<file path="src/rtl/smc_joint_scheduler_if.sv">
// Bus between the joint front end, the shared SMC datapath and the scheduler.
// Per-joint buses are packed [joint][bit], so joint j occupies bits [32j+31:32j].
interface smc_joint_scheduler_if #(
    parameter int NUM_JOINTS = 4
);
    logic                         start;
    logic [NUM_JOINTS-1:0]        joint_mask;
    logic [NUM_JOINTS-1:0][31:0]  thetad_bus;
    logic [NUM_JOINTS-1:0][31:0]  dthetad_bus;
    logic [NUM_JOINTS-1:0][31:0]  ddthetad_bus;
    logic [NUM_JOINTS-1:0][31:0]  thetan_bus;
    logic [NUM_JOINTS-1:0][31:0]  dthetan_bus;
    logic [31:0]                  smc_thetad;
    logic [31:0]                  smc_dthetad;
    logic [31:0]                  smc_ddthetad;
    logic [31:0]                  smc_thetan;
    logic [31:0]                  smc_dthetan;
    logic [31:0]                  smc_u;
    logic [NUM_JOINTS-1:0][31:0]  u_bus;
    logic [NUM_JOINTS-1:0]        u_valid;
    logic                         busy;
    logic                         done;
    logic                         overrun;

    modport slave (
        input  start, joint_mask, thetad_bus, dthetad_bus, ddthetad_bus,
               thetan_bus, dthetan_bus, smc_u,
        output smc_thetad, smc_dthetad, smc_ddthetad, smc_thetan, smc_dthetan,
               u_bus, u_valid, busy, done, overrun
    );

    modport master (
        output start, joint_mask, thetad_bus, dthetad_bus, ddthetad_bus,
               thetan_bus, dthetan_bus, smc_u,
        input  smc_thetad, smc_dthetad, smc_ddthetad, smc_thetan, smc_dthetan,
               u_bus, u_valid, busy, done, overrun
    );
endinterface

</file>
<file path="src/rtl/smc_joint_scheduler.sv">
// Sweeps the enabled joints through one shared SMC datapath, one joint at a time.
// Optional macro SMC_SAT_EN clamps captured torque to [-U_LIMIT, +U_LIMIT].
module smc_joint_slot (
    input  logic        clk,
    input  logic        rst_n,
    input  logic        clr,
    input  logic        cap,
    input  logic [31:0] d,
    output logic [31:0] q,
    output logic        vld
);
    always_ff @(posedge clk or negedge rst_n) begin
        if (!rst_n) begin
            q   <= '0;
            vld <= 1'b0;
        end else begin
            if (clr) vld <= 1'b0;
            if (cap) begin
                q   <= d;
                vld <= 1'b1;
            end
        end
    end
endmodule

module smc_joint_scheduler #(
    parameter int          NUM_JOINTS    = 4,
    parameter int          SETTLE_CYCLES = 2,
    parameter logic [31:0] U_LIMIT       = 32'd30000
) (
    input  logic                  clk,
    input  logic                  rst_n,
    smc_joint_scheduler_if.slave  bus
);
    localparam int JW = (NUM_JOINTS > 1) ? $clog2(NUM_JOINTS) : 1;
    localparam int CW = (SETTLE_CYCLES > 1) ? $clog2(SETTLE_CYCLES) : 1;
    localparam logic [CW-1:0] CNT_LAST = CW'(SETTLE_CYCLES - 1);
`ifdef SMC_SAT_EN
    localparam bit SAT_EN = 1'b1;
`else
    localparam bit SAT_EN = 1'b0;
`endif

    localparam logic [2:0] IDLE    = 3'd0;
    localparam logic [2:0] LOAD    = 3'd1;
    localparam logic [2:0] SETTLE  = 3'd2;
    localparam logic [2:0] CAPTURE = 3'd3;
    localparam logic [2:0] DONE    = 3'd4;

    typedef struct packed {
        logic [31:0] thetad;
        logic [31:0] dthetad;
        logic [31:0] ddthetad;
        logic [31:0] thetan;
        logic [31:0] dthetan;
    } ops_t;

    logic [2:0]                  state;
    logic [NUM_JOINTS-1:0]       mask_q;
    logic [JW-1:0]               jsel;
    logic [CW-1:0]               cnt;
    ops_t                        ops_q;
    logic                        busy_q, done_q, overrun_q;
    logic                        accept;
    logic [JW:0]                 first_hit, next_hit;
    logic [31:0]                 cap_val;
    logic [NUM_JOINTS-1:0][31:0] u_q;
    logic [NUM_JOINTS-1:0]       v_q;

    // {found, index} of the lowest set bit of m at or above position from.
    function automatic logic [JW:0] find_from(input logic [NUM_JOINTS-1:0] m, input int from);
        logic [JW:0] r;
        r = '0;
        for (int i = NUM_JOINTS - 1; i >= 0; i--)
            if (i >= from && m[i]) r = {1'b1, JW'(i)};
        return r;
    endfunction

    function automatic logic [31:0] clamp_u(input logic [31:0] u);
        if (!SAT_EN) return u;
        if ($signed(u) > $signed(U_LIMIT)) return U_LIMIT;
        if ($signed(u) < -$signed(U_LIMIT)) return -U_LIMIT;
        return u;
    endfunction

    // Scheduling is only open in IDLE, which is exactly when busy is low.
    assign accept    = (state == IDLE) && bus.start;
    assign first_hit = find_from(bus.joint_mask, 0);
    assign next_hit  = find_from(mask_q, int'(jsel) + 1);
    assign cap_val   = clamp_u(bus.smc_u);

    always_ff @(posedge clk or negedge rst_n) begin
        if (!rst_n) begin
            state     <= IDLE;
            mask_q    <= '0;
            jsel      <= '0;
            cnt       <= '0;
            ops_q     <= '0;
            busy_q    <= 1'b0;
            done_q    <= 1'b0;
            overrun_q <= 1'b0;
        end else begin
            done_q <= 1'b0;
            if (bus.start && busy_q) overrun_q <= 1'b1;
            case (state)
                IDLE: begin
                    if (bus.start) begin
                        mask_q    <= bus.joint_mask;
                        overrun_q <= 1'b0;
                        busy_q    <= 1'b1;
                        if (first_hit[JW]) begin
                            jsel  <= first_hit[JW-1:0];
                            state <= LOAD;
                        end else begin
                            state <= DONE;
                        end
                    end
                end
                LOAD: begin
                    ops_q.thetad   <= bus.thetad_bus[jsel];
                    ops_q.dthetad  <= bus.dthetad_bus[jsel];
                    ops_q.ddthetad <= bus.ddthetad_bus[jsel];
                    ops_q.thetan   <= bus.thetan_bus[jsel];
                    ops_q.dthetan  <= bus.dthetan_bus[jsel];
                    cnt            <= '0;
                    state          <= SETTLE;
                end
                SETTLE: begin
                    if (cnt == CNT_LAST) state <= CAPTURE;
                    else                 cnt   <= cnt + 1'b1;
                end
                CAPTURE: begin
                    if (next_hit[JW]) begin
                        jsel  <= next_hit[JW-1:0];
                        state <= LOAD;
                    end else begin
                        state <= DONE;
                    end
                end
                DONE: begin
                    done_q <= 1'b1;
                    busy_q <= 1'b0;
                    state  <= IDLE;
                end
                default: state <= IDLE;
            endcase
        end
    end

    for (genvar j = 0; j < NUM_JOINTS; j++) begin : g_slot
        smc_joint_slot u_slot (
            .clk   (clk),
            .rst_n (rst_n),
            .clr   (accept),
            .cap   ((state == CAPTURE) && (jsel == JW'(j))),
            .d     (cap_val),
            .q     (u_q[j]),
            .vld   (v_q[j])
        );
    end

    assign bus.u_bus        = u_q;
    assign bus.u_valid      = v_q;
    assign bus.smc_thetad   = ops_q.thetad;
    assign bus.smc_dthetad  = ops_q.dthetad;
    assign bus.smc_ddthetad = ops_q.ddthetad;
    assign bus.smc_thetan   = ops_q.thetan;
    assign bus.smc_dthetan  = ops_q.dthetan;
    assign bus.busy         = busy_q;
    assign bus.done         = done_q;
    assign bus.overrun      = overrun_q;
endmodule

</file>
<file path="src/flat_wrapper.sv">
// flat-port wrapper written by rule: the top's interface ports become plain ports
module smc_joint_scheduler_flat 
#(
    parameter int          NUM_JOINTS    = 4,
    parameter int          SETTLE_CYCLES = 2,
    parameter logic [31:0] U_LIMIT       = 32'd30000
)
  (clk, rst_n, bus_start, bus_joint_mask, bus_thetad_bus, bus_dthetad_bus, bus_ddthetad_bus, bus_thetan_bus, bus_dthetan_bus, bus_smc_u, bus_smc_thetad, bus_smc_dthetad, bus_smc_ddthetad, bus_smc_thetan, bus_smc_dthetan, bus_u_bus, bus_u_valid, bus_busy, bus_done, bus_overrun);
  smc_joint_scheduler_if #(.NUM_JOINTS(NUM_JOINTS)) bus_i ();
  input  logic clk;
  input  logic rst_n;
  input wire logic [$bits(bus_i.start)-1:0] bus_start;
  input wire logic [$bits(bus_i.joint_mask)-1:0] bus_joint_mask;
  input wire logic [$bits(bus_i.thetad_bus)-1:0] bus_thetad_bus;
  input wire logic [$bits(bus_i.dthetad_bus)-1:0] bus_dthetad_bus;
  input wire logic [$bits(bus_i.ddthetad_bus)-1:0] bus_ddthetad_bus;
  input wire logic [$bits(bus_i.thetan_bus)-1:0] bus_thetan_bus;
  input wire logic [$bits(bus_i.dthetan_bus)-1:0] bus_dthetan_bus;
  input wire logic [$bits(bus_i.smc_u)-1:0] bus_smc_u;
  output wire logic [$bits(bus_i.smc_thetad)-1:0] bus_smc_thetad;
  output wire logic [$bits(bus_i.smc_dthetad)-1:0] bus_smc_dthetad;
  output wire logic [$bits(bus_i.smc_ddthetad)-1:0] bus_smc_ddthetad;
  output wire logic [$bits(bus_i.smc_thetan)-1:0] bus_smc_thetan;
  output wire logic [$bits(bus_i.smc_dthetan)-1:0] bus_smc_dthetan;
  output wire logic [$bits(bus_i.u_bus)-1:0] bus_u_bus;
  output wire logic [$bits(bus_i.u_valid)-1:0] bus_u_valid;
  output wire logic [$bits(bus_i.busy)-1:0] bus_busy;
  output wire logic [$bits(bus_i.done)-1:0] bus_done;
  output wire logic [$bits(bus_i.overrun)-1:0] bus_overrun;
  assign bus_i.start = bus_start;
  assign bus_i.joint_mask = bus_joint_mask;
  assign bus_i.thetad_bus = bus_thetad_bus;
  assign bus_i.dthetad_bus = bus_dthetad_bus;
  assign bus_i.ddthetad_bus = bus_ddthetad_bus;
  assign bus_i.thetan_bus = bus_thetan_bus;
  assign bus_i.dthetan_bus = bus_dthetan_bus;
  assign bus_i.smc_u = bus_smc_u;
  assign bus_smc_thetad = bus_i.smc_thetad;
  assign bus_smc_dthetad = bus_i.smc_dthetad;
  assign bus_smc_ddthetad = bus_i.smc_ddthetad;
  assign bus_smc_thetan = bus_i.smc_thetan;
  assign bus_smc_dthetan = bus_i.smc_dthetan;
  assign bus_u_bus = bus_i.u_bus;
  assign bus_u_valid = bus_i.u_valid;
  assign bus_busy = bus_i.busy;
  assign bus_done = bus_i.done;
  assign bus_overrun = bus_i.overrun;
  smc_joint_scheduler #(.NUM_JOINTS(NUM_JOINTS), .SETTLE_CYCLES(SETTLE_CYCLES), .U_LIMIT(U_LIMIT)) u_core (.clk(clk), .rst_n(rst_n), .bus(bus_i));
endmodule
</file>
<file path="config.mk">
export PLATFORM = sky130hd
export DESIGN_NAME = smc_joint_scheduler_flat
export DESIGN_NICKNAME = d
export VERILOG_FILES = /design/src/rtl/smc_joint_scheduler_if.sv /design/src/rtl/smc_joint_scheduler.sv /design/src/flat_wrapper.sv
export SDC_FILE = /design/constraint.sdc
export NUM_CORES = 1
export LEC_CHECK = 0
export BUFFER_PORTS_ARGS = -buffer_cell sky130_fd_sc_hd__buf_2
export CORE_AREA = 3 3 376 378
export CTS_BUF_LIST = sky130_fd_sc_hd__clkbuf_4 sky130_fd_sc_hd__clkbuf_8
export CTS_CLUSTER_DIAMETER = 50
export DETAILED_ROUTE_END_ITERATION = 7
export DIE_AREA = 0 0 379 381
export PLACE_DENSITY_LB_ADDON = 0.15
export REMOVE_ABC_BUFFERS = 1
export SLEW_MARGIN = 25
export SYNTH_ARGS = -nofsm -noshare
export SYNTH_HDL_FRONTEND = slang
export SYNTH_HIERARCHICAL = 1
export SYNTH_SLANG_ARGS = --single-unit
</file>
<file path="constraint.sdc">
create_clock -name clk -period 2.1 [get_ports clk]
set_input_delay 0.315 -clock clk [delete_from_list [all_inputs] [get_ports clk]]
set_output_delay 0.315 -clock clk [all_outputs]
set_load 0.05 [all_outputs]
</file>
==> impl.org <==
** Detailed routing
- Vias per std cell :: about 3.5
- Count of vias placed by the detailed router :: around 16,000
- For this block, the initial DRC count from the detailed router was 589.
- The final layout contains routed wiring with a total length of 90,600 um.
- Average wire per cell in the routed design :: 20.6 um
- Once detail routing completed, the nets flagged for antenna violations numbered 0.
- First drt pass iteration count :: 4
- In the routed design, unresolved DRC markers number 0.

** STA
- Worst hold slack after final layout :: approximately 0.11 ns
- Headroom to the max-slew limit came out at 0.593.
- Max Slew Vio Count :: 0
- Unrepaired setup endpoints after global routing :: false
- Derived from the worst setup path, the maximum achievable clock frequency is 0.514 GHz.
- Setup WS post-layout :: 0.153 ns
- Setup violations remaining at the end of the flow were counted as 0.
- Final Hold Fails :: 0
- On the final layout, the worst clock skew is ~0.032 ns.
- Total negative slack :: 0 ns
- Final worst-path cycle share :: 0.927
- Pin slew with the least headroom to its limit :: around 0.61 ns
- Shortest period the worst path allows :: around 1.9 ns

** Finish
- Compared with the post-synthesis result, the final layout area differs by 94.6%.
- Nets@finish :: approximately 3,200
- In the final layout, the multi-input gates occupy around 0.0077 sq mm.
- Fill cell total of the finished layout :: 14,800
- Proportion of layout cells with a drive suffix above 1 :: 0.634
- Measured on the finished design, the core utilization comes to 0.226.
- Summing all flip-flop and latch instances after layout gives about 0.0076 sq mm.

** Setup path
- CP endpoint kind :: flip-flop
- STA puts the critical path data required time at between 2 and 3 ns.
- Of all nets on the critical path, the largest fanout is 22.
- STA classifies the critical path startpoint as a flip-flop.
- The critical path is of the reg2reg type.
- At the worst endpoint, the arrival time is 2.54 ns.

** Floorplanning
- The die is about 380 um tall.
- The floorplan step defined a die boundary enclosing 0.144 sq mm.
- Number of cell rows :: 136
- Count of boundary I/O pins :: 974
- The total area inside the core boundary comes to around 0.14 sq mm.
- The floorplan step set the die width to 379 um.
- Starting density of the core :: 0.116

** Clocking
- Quantity of gates resized following cts :: 0
- The number of clock buffers added by TritonCTS is between 70 and 80.
- The clock net in this run drives a total of approximately 300 sinks.
- The cell sitting at the root of the clock tree is a sky130_fd_sc_hd__clkbuf_8.
- The longest clock path from root to sink contains 3 buffers.
- Post CTS Setup Buffer Count :: 0
- Worst skew pair latency :: 0.72 ns
- Clock-pin slew was measured on the worst setup and hold paths at roughly 0.050 ns.
- # H-tree levels :: 3
- TritonCTS built the clock tree.

** Place
- The HPWL after detailed placement is just over 70,000 um.
- At the placement stage, the worst setup path has a slack of 0.151 ns.
- Number of input and output port buffers inserted :: 973
- Routability Congestion :: roughly 0.9

** Synth
- Of the total synthesized cell area, the portion taken by XOR and XNOR cells is 0.000548.
- Of all flip-flops after synthesis, the portion carrying an async set or reset was 1.00.
- Most common flop cell mapped by yosys :: sky130_fd_sc_hd__dfrtp_1
- Dividing the synthesized area by the synthesized cell count gives between 15 and 20 sq um.
- In the post-synthesis netlist, the biggest area contributors are sky130_fd_sc_hd__dfrtp_1, sky130_fd_sc_hd__mux4_2, sky130_fd_sc_hd__mux2_2, sky130_fd_sc_hd__mux2_4, sky130_fd_sc_hd__buf_12.
- Of the total synthesized cell area, the portion taken by AND, OR, NAND and NOR gates is 0.00979.
- The share of the Yosys chip area taken by registers is 0.476.
- The share of synthesized area in the top cell type comes to 0.476.
- After synthesis, the largest family of logic cells by area is multiplexers.
- Most area-hungry cell type in the Yosys netlist :: sky130_fd_sc_hd__dfrtp_1
- Portion of netlist area occupied by mux cells :: 0.460
- Adder-cell share of the synthesized area :: 0
- Synth Warn # :: 6
- In this run the cell area of the synthesized design comes to 0.0160 sq mm.
- Synth cell types :: 37
- Compound-Gate Fraction of Synth Area :: 0.00971
- FF+latch count, synth :: 304
- The synthesized design contains 0 enable-type register cells.
- Mapped Cells :: between 800 and 900

** Power and ir drop
- Across the VDD grid, the largest voltage drop is ~0.63 mV.
- P per Cell Area :: 1510 mW/mm^2
- Leak pwr :: approximately 14 nW

** Status
- Status :: complete, no violations

** GRT
- Global-route usage over all layers :: 0.122
- Peak-usage layer in the global routing report :: met2
- M3 GR Usage :: 0.0327
- Global-route wire length before repair :: about 130,000 um
- Met1 routing resource usage after global routing :: 0.140
- The total overflow left after global routing is 0.
- Entering global routing, the biggest net connects 52 pins.
- Grt met2 use :: 0.218
- Number of global-route vias before repair :: between 15,000 and 20,000
- Number of antenna violations at the first check in global routing :: 26

** Job
- Max cap viols :: 0

** Hold path
- HP Class :: in2reg
## synthesized netlist by cell type, types with 2 or more instances
master / instances
sky130_fd_sc_hd__nand2b_1: 3
sky130_fd_sc_hd__dfrtp_1: 304
sky130_fd_sc_hd__mux4_2: 160
sky130_fd_sc_hd__mux2_2: 174
sky130_fd_sc_hd__a21o_1: 7
sky130_fd_sc_hd__mux2_4: 116
sky130_fd_sc_hd__o21ai_0: 4
sky130_fd_sc_hd__buf_2: 22
sky130_fd_sc_hd__buf_4: 8
sky130_fd_sc_hd__nor2_1: 7
sky130_fd_sc_hd__clkbuf_1: 11
sky130_fd_sc_hd__inv_1: 9
sky130_fd_sc_hd__o22ai_1: 2
sky130_fd_sc_hd__nand2_1: 5
sky130_fd_sc_hd__buf_12: 12
sky130_fd_sc_hd__mux2_1: 2
sky130_fd_sc_hd__buf_6: 19
sky130_fd_sc_hd__mux2i_1: 2
sky130_fd_sc_hd__a21oi_1: 4
sky130_fd_sc_hd__nor3b_1: 2
## what timing repair did
action,CTS,global route
hold buffers,594,0
hold endpoints to repair,489,0
endpoints found under the setup margin,0,0
## flip-flops by register name, indices dropped and copies added, names as in the netlist
name	flops
u_core/bus.smc_dthetan	32
u_core/bus.busy	1
u_core/jsel	2
u_core/bus.done	1
u_core/cnt	1
u_core/bus.smc_thetan	32
u_core/g_slot.u_slot/vld	4
u_core/bus.overrun	1
u_core/bus.smc_ddthetad	32
u_core/bus.smc_thetad	32
u_core/bus.smc_dthetad	32
u_core/mask_q	3
u_core/g_slot.u_slot/q	128
u_core/state	3
## final cells by class
class	instances	share of cell area
sequential	304	0.245
inverter	9	0.00109
clock buffer	107	0.0425
clock inverter	18	0.00777
antenna	6	0.000483
timing repair buffer	1662	0.384
tap	1794	0.0722
multi-input combinational	504	0.247
## power breakdown
group          switching, mW  internal, mW  total [mW]
Combinational           17.8          10.8        28.6
Sequential              1.77          8.91        10.7
Clock                   3.07          4.64        7.71
## placed cells by master, fill, tap and decap left out, drive strengths merged, types with 6 or more instances in the layout
master | synthesis | layout
diode | 0 | 6
clkbuf | 11 | 107
mux4 | 160 | 160
a21o | 7 | 7
nor2 | 8 | 8
dlygate4sd3 | 0 | 594
clkinv | 0 | 9
dfrtp | 304 | 304
mux2 | 292 | 292
buf | 62 | 1068
inv | 9 | 11
## kinds of logic (layout without fill, tap and decap cells)
kind of cell,count (synthesis),after routing
compound gates,23,23
xor+xnor,1,1
buf+inv,82,1796
flops,304,304
mux,454,454
other cells,0,6
simple gates,26,26
## path summary, 6_finish.rpt
check	cells past startpoint	to	startpoint	slack, ns
min reg2reg	1	u_core/g_slot[1].u_slot/vld	u_core/g_slot[1].u_slot/vld	0.48
max in group asynchronous	3	u_core/jsel[1]	rst_n	1.19
max	4	u_core/bus.smc_dthetan[28]	u_core/jsel[0]	0.15
min	3	u_core/bus.smc_dthetan[21]	bus_dthetan_bus[21]	0.11
min in group asynchronous	2	u_core/g_slot[3].u_slot/q[27]	rst_n	0.19
max reg2reg	4	u_core/bus.smc_dthetan[28]	u_core/jsel[0]	0.15
## routing by layer
layer	wire length [um]	vias to the layer above
met5	70	-
met4	2510	10
met3	6120	145
met2	46100	689
met1	35900	7850
li1	-	6839
## metrics by stage
stage,std cells,cell area (sq um),power (mW)
2_1_floorplan,817,15300,28.5
3_3_place_gp,3679,23600,38.7
3_5_place_dp,3679,23600,38.8
4_1_cts,4398,31100,47.9
5_1_grt,4403,31100,49.4
6_report,4404,31100,47.0
## critical path, cell delays in order, from the launching register on
cell,delay (ns)
sky130_fd_sc_hd__dfrtp_4,0.45
sky130_fd_sc_hd__buf_12,0.20
sky130_fd_sc_hd__buf_12,0.25
sky130_fd_sc_hd__mux4_2,0.56
sky130_fd_sc_hd__mux2_2,0.27
Power figures use the tool's default switching activity.
